File: src/rtl/ysyx_22040125_lsu_pkg.sv
// Shared definitions for the MEM-stage load/store unit: funct3 codes, access sizes,
// FSM states and the size/alignment helpers used by the datapath.
package ysyx_22040125_lsu_pkg;

    localparam int unsigned LsuXlen  = 64;
    localparam int unsigned LsuStrbW = LsuXlen / 8;

    // RV64 load/store funct3 encodings
    localparam logic [2:0] Funct3B  = 3'b000;
    localparam logic [2:0] Funct3H  = 3'b001;
    localparam logic [2:0] Funct3W  = 3'b010;
    localparam logic [2:0] Funct3D  = 3'b011;
    localparam logic [2:0] Funct3Bu = 3'b100;
    localparam logic [2:0] Funct3Hu = 3'b101;
    localparam logic [2:0] Funct3Wu = 3'b110;

    // Access size, taken from funct3[1:0]
    localparam logic [1:0] SizeB = 2'b00;
    localparam logic [1:0] SizeH = 2'b01;
    localparam logic [1:0] SizeW = 2'b10;
    localparam logic [1:0] SizeD = 2'b11;

    typedef enum logic [1:0] {
        StIdle = 2'b00,
        StReq  = 2'b01,
        StResp = 2'b10
    } lsu_state_e;

    // Byte-enable mask for an access of the given size, aligned to lane 0
    function automatic logic [7:0] size_mask(input logic [1:0] size);
        logic [7:0] mask;
        case (size)
            SizeB:   mask = 8'h01;
            SizeH:   mask = 8'h03;
            SizeW:   mask = 8'h0f;
            default: mask = 8'hff;
        endcase
        return mask;
    endfunction

    // True when the byte offset is not a multiple of the access size
    function automatic logic is_misaligned(input logic [1:0] size, input logic [2:0] offset);
        logic bad;
        case (size)
            SizeB:   bad = 1'b0;
            SizeH:   bad = offset[0];
            SizeW:   bad = |offset[1:0];
            default: bad = |offset;
        endcase
        return bad;
    endfunction

endpackage

File: src/rtl/ysyx_22040125_lsu_if.sv
// Data-memory request/response bus between the LSU (master) and memory (slave).
interface ysyx_22040125_lsu_if #(
    parameter int unsigned XLEN   = 64,
    parameter int unsigned STRB_W = XLEN / 8
) ();

    logic              mem_req_valid;
    logic              mem_req_ready;
    logic              mem_we;
    logic [XLEN-1:0]   mem_addr;
    logic [XLEN-1:0]   mem_wdata;
    logic [STRB_W-1:0] mem_wstrb;
    logic              mem_rsp_valid;
    logic [XLEN-1:0]   mem_rdata;

    modport master (
        output mem_req_valid,
        input  mem_req_ready,
        output mem_we,
        output mem_addr,
        output mem_wdata,
        output mem_wstrb,
        input  mem_rsp_valid,
        input  mem_rdata
    );

    modport slave (
        input  mem_req_valid,
        output mem_req_ready,
        input  mem_we,
        input  mem_addr,
        input  mem_wdata,
        input  mem_wstrb,
        output mem_rsp_valid,
        output mem_rdata
    );

endinterface

File: src/rtl/ysyx_22040125_ld_fmt.sv
// Load formatter: selects the addressed bytes from a full bus beat and sign- or
// zero-extends them to XLEN. Purely combinational.
module ysyx_22040125_ld_fmt
    import ysyx_22040125_lsu_pkg::*;
#(
    parameter int unsigned XLEN = 64
) (
    input  logic [XLEN-1:0] rdata_i,
    input  logic [2:0]      offset_i,
    input  logic [2:0]      funct3_i,
    output logic [XLEN-1:0] data_o
);

    logic [XLEN-1:0] shifted;
    logic            zext;

    assign shifted = rdata_i >> {offset_i, 3'b000};
    assign zext    = funct3_i[2];

    // Keep the access-size bytes and extend according to funct3[2]
    always_comb begin
        data_o = shifted;
        case (funct3_i[1:0])
            SizeB: data_o = {{(XLEN-8){~zext & shifted[7]}}, shifted[7:0]};
            SizeH: data_o = {{(XLEN-16){~zext & shifted[15]}}, shifted[15:0]};
            SizeW: data_o = {{(XLEN-32){~zext & shifted[31]}}, shifted[31:0]};
            default: data_o = shifted;
        endcase
    end

endmodule

File: src/rtl/ysyx_22040125_lsu.sv
// MEM-stage load/store unit. Accepts one op from EX, issues it on the data-memory bus
// and stalls the pipeline until it retires: stores retire on request accept, loads on
// the response. Optional misaligned-access trap under YSYX_22040125_MISALIGN_TRAP_EN.
module ysyx_22040125_lsu
    import ysyx_22040125_lsu_pkg::*;
#(
    parameter int unsigned XLEN   = LsuXlen,
    parameter int unsigned STRB_W = LsuStrbW
) (
    input  logic              clk,
    input  logic              rst,
    input  logic              in_valid,
    input  logic              in_is_load,
    input  logic              in_is_store,
    input  logic [2:0]        in_funct3,
    input  logic [XLEN-1:0]   in_addr,
    input  logic [XLEN-1:0]   in_wdata,
    output logic              stall_o,
    output logic              out_valid,
    output logic [XLEN-1:0]   out_data,
    output logic              out_fault,
    ysyx_22040125_lsu_if.master mem
);

    lsu_state_e      state_q, state_d;
    logic [XLEN-1:0] addr_q, addr_d;
    logic [XLEN-1:0] wdata_q, wdata_d;
    logic [2:0]      funct3_q, funct3_d;
    logic            store_q, store_d;
    logic            out_valid_q, out_valid_d;
    logic [XLEN-1:0] out_data_q, out_data_d;
    logic            fault_q, fault_d;
    logic [XLEN-1:0] ld_data;

    // No relaunch while retiring, so the pipeline gets one free cycle to advance
    assign stall_o = in_valid & (in_is_load | in_is_store) & ~out_valid_q;

`ifdef YSYX_22040125_MISALIGN_TRAP_EN
    logic misaligned;
    assign misaligned = is_misaligned(in_funct3[1:0], in_addr[2:0]);
`endif

    ysyx_22040125_ld_fmt #(
        .XLEN (XLEN)
    ) u_ld_fmt (
        .rdata_i  (mem.mem_rdata),
        .offset_i (addr_q[2:0]),
        .funct3_i (funct3_q),
        .data_o   (ld_data)
    );

    // Next-state: launch in IDLE, hold request until accepted, capture load response
    always_comb begin
        state_d     = state_q;
        addr_d      = addr_q;
        wdata_d     = wdata_q;
        funct3_d    = funct3_q;
        store_d     = store_q;
        out_valid_d = 1'b0;
        out_data_d  = out_data_q;
        fault_d     = 1'b0;
        unique case (state_q)
            StIdle: begin
                if (stall_o) begin
                    addr_d   = in_addr;
                    wdata_d  = in_wdata;
                    funct3_d = in_funct3;
                    store_d  = in_is_store;
`ifdef YSYX_22040125_MISALIGN_TRAP_EN
                    if (misaligned) begin
                        // Trap without touching the bus; retire next cycle
                        out_valid_d = 1'b1;
                        fault_d     = 1'b1;
                        out_data_d  = '0;
                    end else begin
                        state_d = StReq;
                    end
`else
                    state_d = StReq;
`endif
                end
            end
            StReq: begin
                if (mem.mem_req_ready) begin
                    if (store_q) begin
                        out_valid_d = 1'b1;
                        out_data_d  = '0;
                        state_d     = StIdle;
                    end else begin
                        state_d = StResp;
                    end
                end
            end
            StResp: begin
                if (mem.mem_rsp_valid) begin
                    out_valid_d = 1'b1;
                    out_data_d  = ld_data;
                    state_d     = StIdle;
                end
            end
            default: state_d = StIdle;
        endcase
    end

    // State and result registers, synchronous active-low reset
    always_ff @(posedge clk) begin
        if (!rst) begin
            state_q     <= StIdle;
            addr_q      <= '0;
            wdata_q     <= '0;
            funct3_q    <= '0;
            store_q     <= 1'b0;
            out_valid_q <= 1'b0;
            out_data_q  <= '0;
            fault_q     <= 1'b0;
        end else begin
            state_q     <= state_d;
            addr_q      <= addr_d;
            wdata_q     <= wdata_d;
            funct3_q    <= funct3_d;
            store_q     <= store_d;
            out_valid_q <= out_valid_d;
            out_data_q  <= out_data_d;
            fault_q     <= fault_d;
        end
    end

    assign out_valid = out_valid_q;
    assign out_data  = out_data_q;
    assign out_fault = fault_q;

    // Bus fields come from latched values so they stay stable under backpressure
    assign mem.mem_req_valid = (state_q == StReq);
    assign mem.mem_we        = store_q;
    assign mem.mem_addr      = {addr_q[XLEN-1:3], 3'b000};
    assign mem.mem_wdata     = wdata_q << {addr_q[2:0], 3'b000};
    assign mem.mem_wstrb     = store_q ? (STRB_W'(size_mask(funct3_q[1:0])) << addr_q[2:0])
                                       : '0;

endmodule

File: src/flat_wrapper.sv
// flat-port wrapper written by rule: the top's interface ports become plain ports
module ysyx_22040125_lsu_flat import ysyx_22040125_lsu_pkg::*;
#(
    parameter int unsigned XLEN   = LsuXlen,
    parameter int unsigned STRB_W = LsuStrbW
)
  (clk, rst, in_valid, in_is_load, in_is_store, in_funct3, in_addr, in_wdata, stall_o, out_valid, out_data, out_fault, mem_mem_req_valid, mem_mem_req_ready, mem_mem_we, mem_mem_addr, mem_mem_wdata, mem_mem_wstrb, mem_mem_rsp_valid, mem_mem_rdata);
  ysyx_22040125_lsu_if #(.XLEN(XLEN), .STRB_W(STRB_W)) mem_i ();
  input  logic clk;
  input  logic rst;
  input  logic in_valid;
  input  logic in_is_load;
  input  logic in_is_store;
  input  logic [2:0] in_funct3;
  input  logic [XLEN-1:0] in_addr;
  input  logic [XLEN-1:0] in_wdata;
  output logic stall_o;
  output logic out_valid;
  output logic [XLEN-1:0] out_data;
  output logic out_fault;
  output wire logic [$bits(mem_i.mem_req_valid)-1:0] mem_mem_req_valid;
  input wire logic [$bits(mem_i.mem_req_ready)-1:0] mem_mem_req_ready;
  output wire logic [$bits(mem_i.mem_we)-1:0] mem_mem_we;
  output wire logic [$bits(mem_i.mem_addr)-1:0] mem_mem_addr;
  output wire logic [$bits(mem_i.mem_wdata)-1:0] mem_mem_wdata;
  output wire logic [$bits(mem_i.mem_wstrb)-1:0] mem_mem_wstrb;
  input wire logic [$bits(mem_i.mem_rsp_valid)-1:0] mem_mem_rsp_valid;
  input wire logic [$bits(mem_i.mem_rdata)-1:0] mem_mem_rdata;
  assign mem_mem_req_valid = mem_i.mem_req_valid;
  assign mem_i.mem_req_ready = mem_mem_req_ready;
  assign mem_mem_we = mem_i.mem_we;
  assign mem_mem_addr = mem_i.mem_addr;
  assign mem_mem_wdata = mem_i.mem_wdata;
  assign mem_mem_wstrb = mem_i.mem_wstrb;
  assign mem_i.mem_rsp_valid = mem_mem_rsp_valid;
  assign mem_i.mem_rdata = mem_mem_rdata;
  ysyx_22040125_lsu #(.XLEN(XLEN), .STRB_W(STRB_W)) u_core (.clk(clk), .rst(rst), .in_valid(in_valid), .in_is_load(in_is_load), .in_is_store(in_is_store), .in_funct3(in_funct3), .in_addr(in_addr), .in_wdata(in_wdata), .stall_o(stall_o), .out_valid(out_valid), .out_data(out_data), .out_fault(out_fault), .mem(mem_i));
endmodule
File: config.mk
export PLATFORM = sky130hd
export DESIGN_NAME = ysyx_22040125_lsu_flat
export DESIGN_NICKNAME = d
export VERILOG_FILES = /design/src/rtl/ysyx_22040125_lsu_pkg.sv /design/src/rtl/ysyx_22040125_lsu_if.sv /design/src/rtl/ysyx_22040125_ld_fmt.sv /design/src/rtl/ysyx_22040125_lsu.sv /design/src/flat_wrapper.sv
export SDC_FILE = /design/constraint.sdc
export NUM_CORES = 1
export LEC_CHECK = 0
export CORE_AREA = 3 3 205 167
export CTS_BUF_LIST = sky130_fd_sc_hd__clkbuf_16
export CTS_CLUSTER_DIAMETER = 30
export DETAILED_ROUTE_END_ITERATION = 8
export DIE_AREA = 0 0 208 170
export GPL_TIMING_DRIVEN = 0
export PLACE_DENSITY = 0.69
export SKIP_LAST_GASP = 1
export SYNTH_ARGS = -nofsm -noshare
export SYNTH_HDL_FRONTEND = slang
export SYNTH_HIERARCHICAL = 1
export SYNTH_SLANG_ARGS = --single-unit
File: constraint.sdc
create_clock -name clk -period 2.1 [get_ports clk]
set_input_delay 0.63 -clock clk [delete_from_list [all_inputs] [get_ports clk]]
set_output_delay 0.63 -clock clk [all_outputs]
set_load 0.02 [all_outputs]
==> metrics.md, run 1 <==
| Metric | Value |
|---|---|
| Outcome | `finished, violations left` |
| Failing checks | `setup timing` |
| Pwr dens | `634 nW/µm²` |
| Total gr overflow | `0` |
| Critical path peak fanout | `8` |
| CP Data Required Time | `1470 ps` |
| Largest net degree at the start of global routing | `20` |
| Final Skew | `14.2 ps` |
| Seq pwr share | `0.331` |
| Cells after synthesis | `1384` |
| Router iterations before antenna repair | `6` |
| Crit path largest cell delay | `380 ps` |
| Clock latency on the worst-skew pair | `450 ps` |
| Gate power share | `0.405` |
| Unique cell type count in the Yosys netlist | `48` |
| RSZ-0062 raised after global routing | `true` |
| Vias post-DR | `13300` |
| Fin. max-slew vios | `0` |
| Post-cts hold buffer count | `0` |
| Tightest hold margin | `452 ps` |
| CTS tree | `yes` |
| Routed Antenna Nets | `0` |
| Post-synthesis async set-or-reset flop share | `0` |
| Crit path cell chain | `buf_12, buf_12, mux2i_4, buf_6, nand2_2, o211ai_1, o21ai_2, buf_6` |
| Max Cap Viol | `0` |
| WL/cell | `25.3 µm` |
| Initial Util | `0.388` |
| Vias in the first global route | `12600` |
| Cell-internal power | `8260 µW` |
| Reg2reg setup slack | `-150 ps` |
| Post-Syn Area | `12500 µm²` |
| Layout cells sized above 1 | `0.319` |
| Layout area overhead | `62.7%` |
| Top FF cell, synth | `dfxtp_1` |
| Placeable Area | `32300 µm²` |
| Inserted Clock Buffers | `17` |
| TritonCTS Sinks | `199` |
| Tot GR Track Use | `0.308` |
| Hold Fails Final Rpt | `0` |
| Syn_area_per_cell | `9.06 µm²` |
| CP max stage cell | `dfxtp_4` |
| NumNets Final | `2091` |
| Drt drc | `0` |
| PortBufs | `401` |
| DPL Wire Length | `43900 µm` |
| Placed Instances | `2215` |
| Leak pwr | `0.00849 µW` |
| Vias per cell | `5.72` |
| Tmin final | `2600 ps` |
| CP endpoint kind | `output pin` |
| Root Buffer | `clkbuf_16` |
| Sequential fraction of the synthesis area | `0.318` |
| Hold Crit Class | `flop to flop` |
| Worst setup SP type | `flop` |
| Clock Power Share | `0.264` |
| Full die area | `35400 µm²` |
| Final WL | `58900 µm` |
| #FFs+latches synth | `199` |
| Post-synth EDFFs | `0` |
| Final period util | `1.24` |
| Max Clock Freq | `0.384 GHz` |
| Clk slew on worst S/H paths | `80 ps` |
| Yosys warning count | `6` |
| Final Power | `12900 µW` |
| Arrival time worst endpoint | `1970 ps` |
| Die height | `170 µm` |
| Initial antenna violation count | `3` |
| Endpoints failing setup | `129` |
| Critical path type | `flop to output pin` |
| Final WS setup | `-503 ps` |
| Slew at the pin closest to its max-slew limit | `1140 ps` |
| Placer Congestion | `1.01` |
| Slew HR | `0.243` |
| Psw | `4680 µW` |
| Clock buffer depth | `2` |
| Cell Rows | `59` |
| IO Count | `407` |
| Die Wd | `208 µm` |
| Final Non-Filler Cells | `2327` |
| Sw frac | `0.362` |
| Worst slack at placement | `-1130 ps` |
| Worst vdd ir | `0.000576 V` |
| Iter 0 DRT Violations | `1332` |
| H-tree Lvls | `4` |
| Layout filler cell count | `2780` |
| First-pass GRT wire length | `82300 µm` |
[final cells by class]
type                    instances  area (µm²)  area share
flip-flops and latches        199        4000       0.196
diodes                          1        2.50    0.000123
well taps                     427         534      0.0262
repair buffers                483        4870       0.238
clock buffers                  17         425      0.0208
inverters                       7        30.0     0.00147
multi-input cells             977        8500       0.416
clock inverters                15         166     0.00815
plain buffers                 201        1890      0.0926
[worst max-delay path: cells and delay by family, from the launching register on]
| kind | cells | cell delay, ps |
|---|---|---|
| buf+inv | 4 | 570 |
| simple gates | 1 | 40 |
| flops | 1 | 380 |
| compound gates | 2 | 220 |
| mux | 1 | 310 |
[timing repair]
item | 4_1_cts | 5_1_grt
pin swaps | 31 | 52
endpoints found under the setup margin | 200 | 141
setup buffers | 23 | 38
gates resized for setup | 645 | 341
gates cloned | 6 | 15
endpoints found under the hold margin | 0 | 0
[path summary, 6_finish.rpt]
kind,startpoint,end,cells past startpoint
max,u_core/addr_q[2]$_SDFFE_PN0P_,mem_mem_wdata[63],8
min,u_core/out_data[27]$_SDFFE_PN0P_,u_core/out_data[27]$_SDFFE_PN0P_,2
max reg2reg,u_core/addr_q[1]$_SDFFE_PN0P_,u_core/out_data[24]$_SDFFE_PN0P_,12
min reg2reg,u_core/out_data[27]$_SDFFE_PN0P_,u_core/out_data[27]$_SDFFE_PN0P_,2
[synth_stat cells (28+ instances only)]
cell type,number,area (µm²)
mux2i_1,229,2290
dfxtp_1,199,3980
nor2b_1,148,926
nand2_1,135,507
o21ai_0,98,490
nand4_1,90,563
buf_4,89,668
nor2_1,47,176
buf_2,43,215
clkbuf_1,41,154
mux4_2,33,743
a21oi_1,28,140
mux2_2,28,315
[metrics by stage]
step	instance area, µm²	utilization	setup TNS, ps
floorplan	12600	-	-136
global placement	17200	0.531	-139300
detailed placement	17200	0.531	-142020
CTS	18700	0.579	-30550
global route	20400	0.631	-40340
finish	20400	0.631	-32480
[per-layer routing]
metal | routed length, µm | global-route usage | up-vias | share of wire
met4 | 2220 | 0.111 | 2 | 0.038
met2 | 25800 | 0.479 | 888 | 0.44
met3 | 6620 | 0.0824 | 140 | 0.11
met5 | 13 | 0 | - | 0.00022
met1 | 24300 | 0.416 | 6379 | 0.41
li1 | - | - | 5909 | -
[registers in the layout (all words and copies together), names as in the netlist]
register	cells
u_core/addr_q	64
u_core/funct3_q	3
u_core/mem.mem_we	1
u_core/out_data	64
u_core/state_q	2
u_core/wdata_q	64
u_core/out_valid	1
[cells in the final DEF (no fill, tap or decap), types with 10 or more instances in the layout]
cell and count:
a21oi_1 10, a21oi_2 19, buf_12 28, buf_2 28
buf_4 144, buf_6 70, buf_8 26, clkbuf_1 31
clkbuf_16 29, clkdlybuf4s50_1 246, dfxtp_1 192, dlygate4sd2_1 73
mux2_2 14, mux2_4 14, mux2i_1 189, mux2i_2 13
mux2i_4 27, mux4_2 33, nand2_1 122, nand2_2 10
nand4_1 90, nor2_1 33, nor2_2 12, nor2b_1 144
o2111ai_4 10, o211ai_1 15, o21ai_0 36, o21ai_1 46
o21ai_2 15, o22ai_2 12
[power groups by stage]
| stage | logic [µW] | registers (µW) | clock network, µW |
|---|---|---|---|
| 2_1_floorplan | 2440 | 4200 | 0 |
| 3_3_place_gp | 4090 | 4310 | 0 |
| 3_5_place_dp | 4100 | 4320 | 0 |
| 4_1_cts | 4390 | 4250 | 3470 |
| 5_1_grt | 5470 | 4290 | 3620 |
| 6_report | 5240 | 4280 | 3410 |
[cell families (layout without fill, tap and decap cells)]
group,count (synthesis),count (layout),share of synthesized area
and+or+nand+nor,460,460,0.193
muxes,290,290,0.267
AOI/OAI and AO/OA,220,220,0.110
buffers and inverters,211,723,0.110
DFF,199,199,0.318
adders and majority gates,3,3,0.00299
other,1,5,0.000299
Note: power is estimated with default switching activity, not from simulation.
==> run 2: changes to the inputs <==
Settings changed: CORE_AREA 3 3 205 167 to 3 3 187 153, DIE_AREA 0 0 208 170 to 0 0 190 156, PLACE_DENSITY 0.69 to 0.8.
==> metrics.md, run 2 (same netlist as run 1, synthesis figures left out) <==
| Metric | Value |
|---|---|
| Layout cells sized above 1 | `0.306` |
| Vias in the first global route | `12900` |
| Slew at the pin closest to its max-slew limit | `991 ps` |
| Met2 Track Usage GR | `0.550` |
| Final Skew | `13.5 ps` |
| Max Clock Freq | `0.385 GHz` |
| RSZ-0062 raised after global routing | `true` |
| Cell Rows | `54` |
| Iter 0 DRT Violations | `1597` |
| Busiest grt layer | `met2` |
| PortBufs | `401` |
| Final WS setup | `-500 ps` |
| M3 GR Usage | `0.112` |
| Post-cts hold buffer count | `0` |
| Die Wd | `190 µm` |
| Worst vdd ir | `0.000617 V` |
| CP endpoint kind | `output pin` |
| Most frequent cells in the layout | `clkdlybuf4s50_1 (245), mux2i_1 (195), dfxtp_1 (195)` |
| Die height | `156 µm` |
| Tmin final | `2600 ps` |
| DPL Wire Length | `42800 µm` |
| Commonest non-fill, non-tap cell in the layout | `clkdlybuf4s50_1` |
| First-pass GRT wire length | `81800 µm` |
| Multi-input gate area | `8270 µm²` |
| Sequential cell area | `3990 µm²` |
| Final WL | `57500 µm` |
| Core Util, Final | `0.744` |
| TritonCTS Sinks | `199` |
| Placed cell area | `17100 µm²` |
| Slew HR | `0.339` |
| Critical path type | `flop to output pin` |
| Clock buffer depth | `2` |
| Hold Crit Class | `flop to flop` |
| Post-Route Setup TNS | `-31430 ps` |
| Fin. max-slew vios | `0` |
| Largest net degree at the start of global routing | `20` |
| Routed Antenna Nets | `0` |
| NumNets Final | `2086` |
| Total gr overflow | `0` |
| Full die area | `29600 µm²` |
| Pwr dens | `648 nW/µm²` |
| H-tree Lvls | `4` |
| Arrival time worst endpoint | `1970 ps` |
| Clk slew on worst S/H paths | `80 ps` |
| Initial Util | `0.465` |
| Critical path peak fanout | `7` |
| WL/cell | `25.5 µm` |
| CTS tree | `yes` |
| Worst setup SP type | `flop` |
| Final Non-Filler Cells | `2260` |
| Vias per cell | `6.00` |
| Outcome | `finished, violations left` |
| Root Buffer | `clkbuf_16` |
| Hold Fails Final Rpt | `0` |
| Endpoints failing setup | `104` |
| Initial antenna violation count | `2` |
| Placed Instances | `2152` |
| Final period util | `1.24` |
| Drt drc | `0` |
| Leak pwr | `0.00838 µW` |
| Placer Congestion | `1.05` |
| Max Cap Viol | `0` |
| Vias post-DR | `13600` |
| Inserted Clock Buffers | `17` |
| Final Power | `13000 µW` |
| Failing checks | `setup timing` |
| Layout filler cell count | `1940` |
| Layout area overhead | `59.9%` |
| Router iterations before antenna repair | `5` |
| Design Area, Final | `20100 µm²` |
| Clock latency on the worst-skew pair | `450 ps` |
| Placeable Area | `27000 µm²` |
| IO Count | `407` |
| Met1 Use GR | `0.501` |
| CP Data Required Time | `1470 ps` |
| Tot GR Track Use | `0.366` |
-- run 2: final timing paths --
check | startpoint | to | slack (ps) | cells past startpoint
max | u_core/addr_q[1]$_SDFFE_PN0P_ | mem_mem_wdata[50] | -500 | 7
min | u_core/out_data[33]$_SDFFE_PN0P_ | u_core/out_data[33]$_SDFFE_PN0P_ | 450 | 2
max reg2reg | u_core/addr_q[1]$_SDFFE_PN0P_ | u_core/out_data[32]$_SDFFE_PN0P_ | -110 | 9
min reg2reg | u_core/out_data[33]$_SDFFE_PN0P_ | u_core/out_data[33]$_SDFFE_PN0P_ | 450 | 2
-- run 2: critical path, stage by stage (launching register included) --
cell     delay (ps)
dfxtp_4         490
buf_12          190
mux2i_4         250
nor2_1           70
a21oi_2         190
buf_4           150
o21ai_2          50
buf_6           130
-- run 2: routing by layer --
layer  vias up  share of wire
met5         -              0
met4         0          0.038
met3       167           0.13
li1       5904              -
met2      1071           0.43
met1      6421           0.40
-- run 2: area by class of cell --
class | instances | share of cell area
clock buffer | 17 | 0.0212
clock inverter | 15 | 0.0105
tap | 364 | 0.0227
antenna | 2 | 0.000250
sequential | 199 | 0.199
multi-input combinational | 978 | 0.413
inverter | 7 | 0.00131
timing repair buffer | 477 | 0.240
buffer | 201 | 0.0923
-- run 2: repair_timing --
item,4_1_cts,5_1_grt
pin swaps,39,59
cloned,11,5
buffers inserted,29,34
endpoints found under the setup margin,277,141
gates resized for setup,712,232
-- run 2: stage by stage --
| stage | hold WS, ps | worst slack (ps) |
|---|---|---|
| floorplan | 451 | -60.5 |
| global placement | 446 | -1140 |
| detailed placement | 455 | -1070 |
| CTS | 465 | -514 |
| global route | 476 | -559 |
| finish | 453 | -500 |
-- run 2: where the power goes --
group          internal [µW]  switching, µW  total (µW)
sequential              3980            316        4300
clock                   1940           1690        3620
combinational           2480           2590        5070
total                   8400           4600       13000
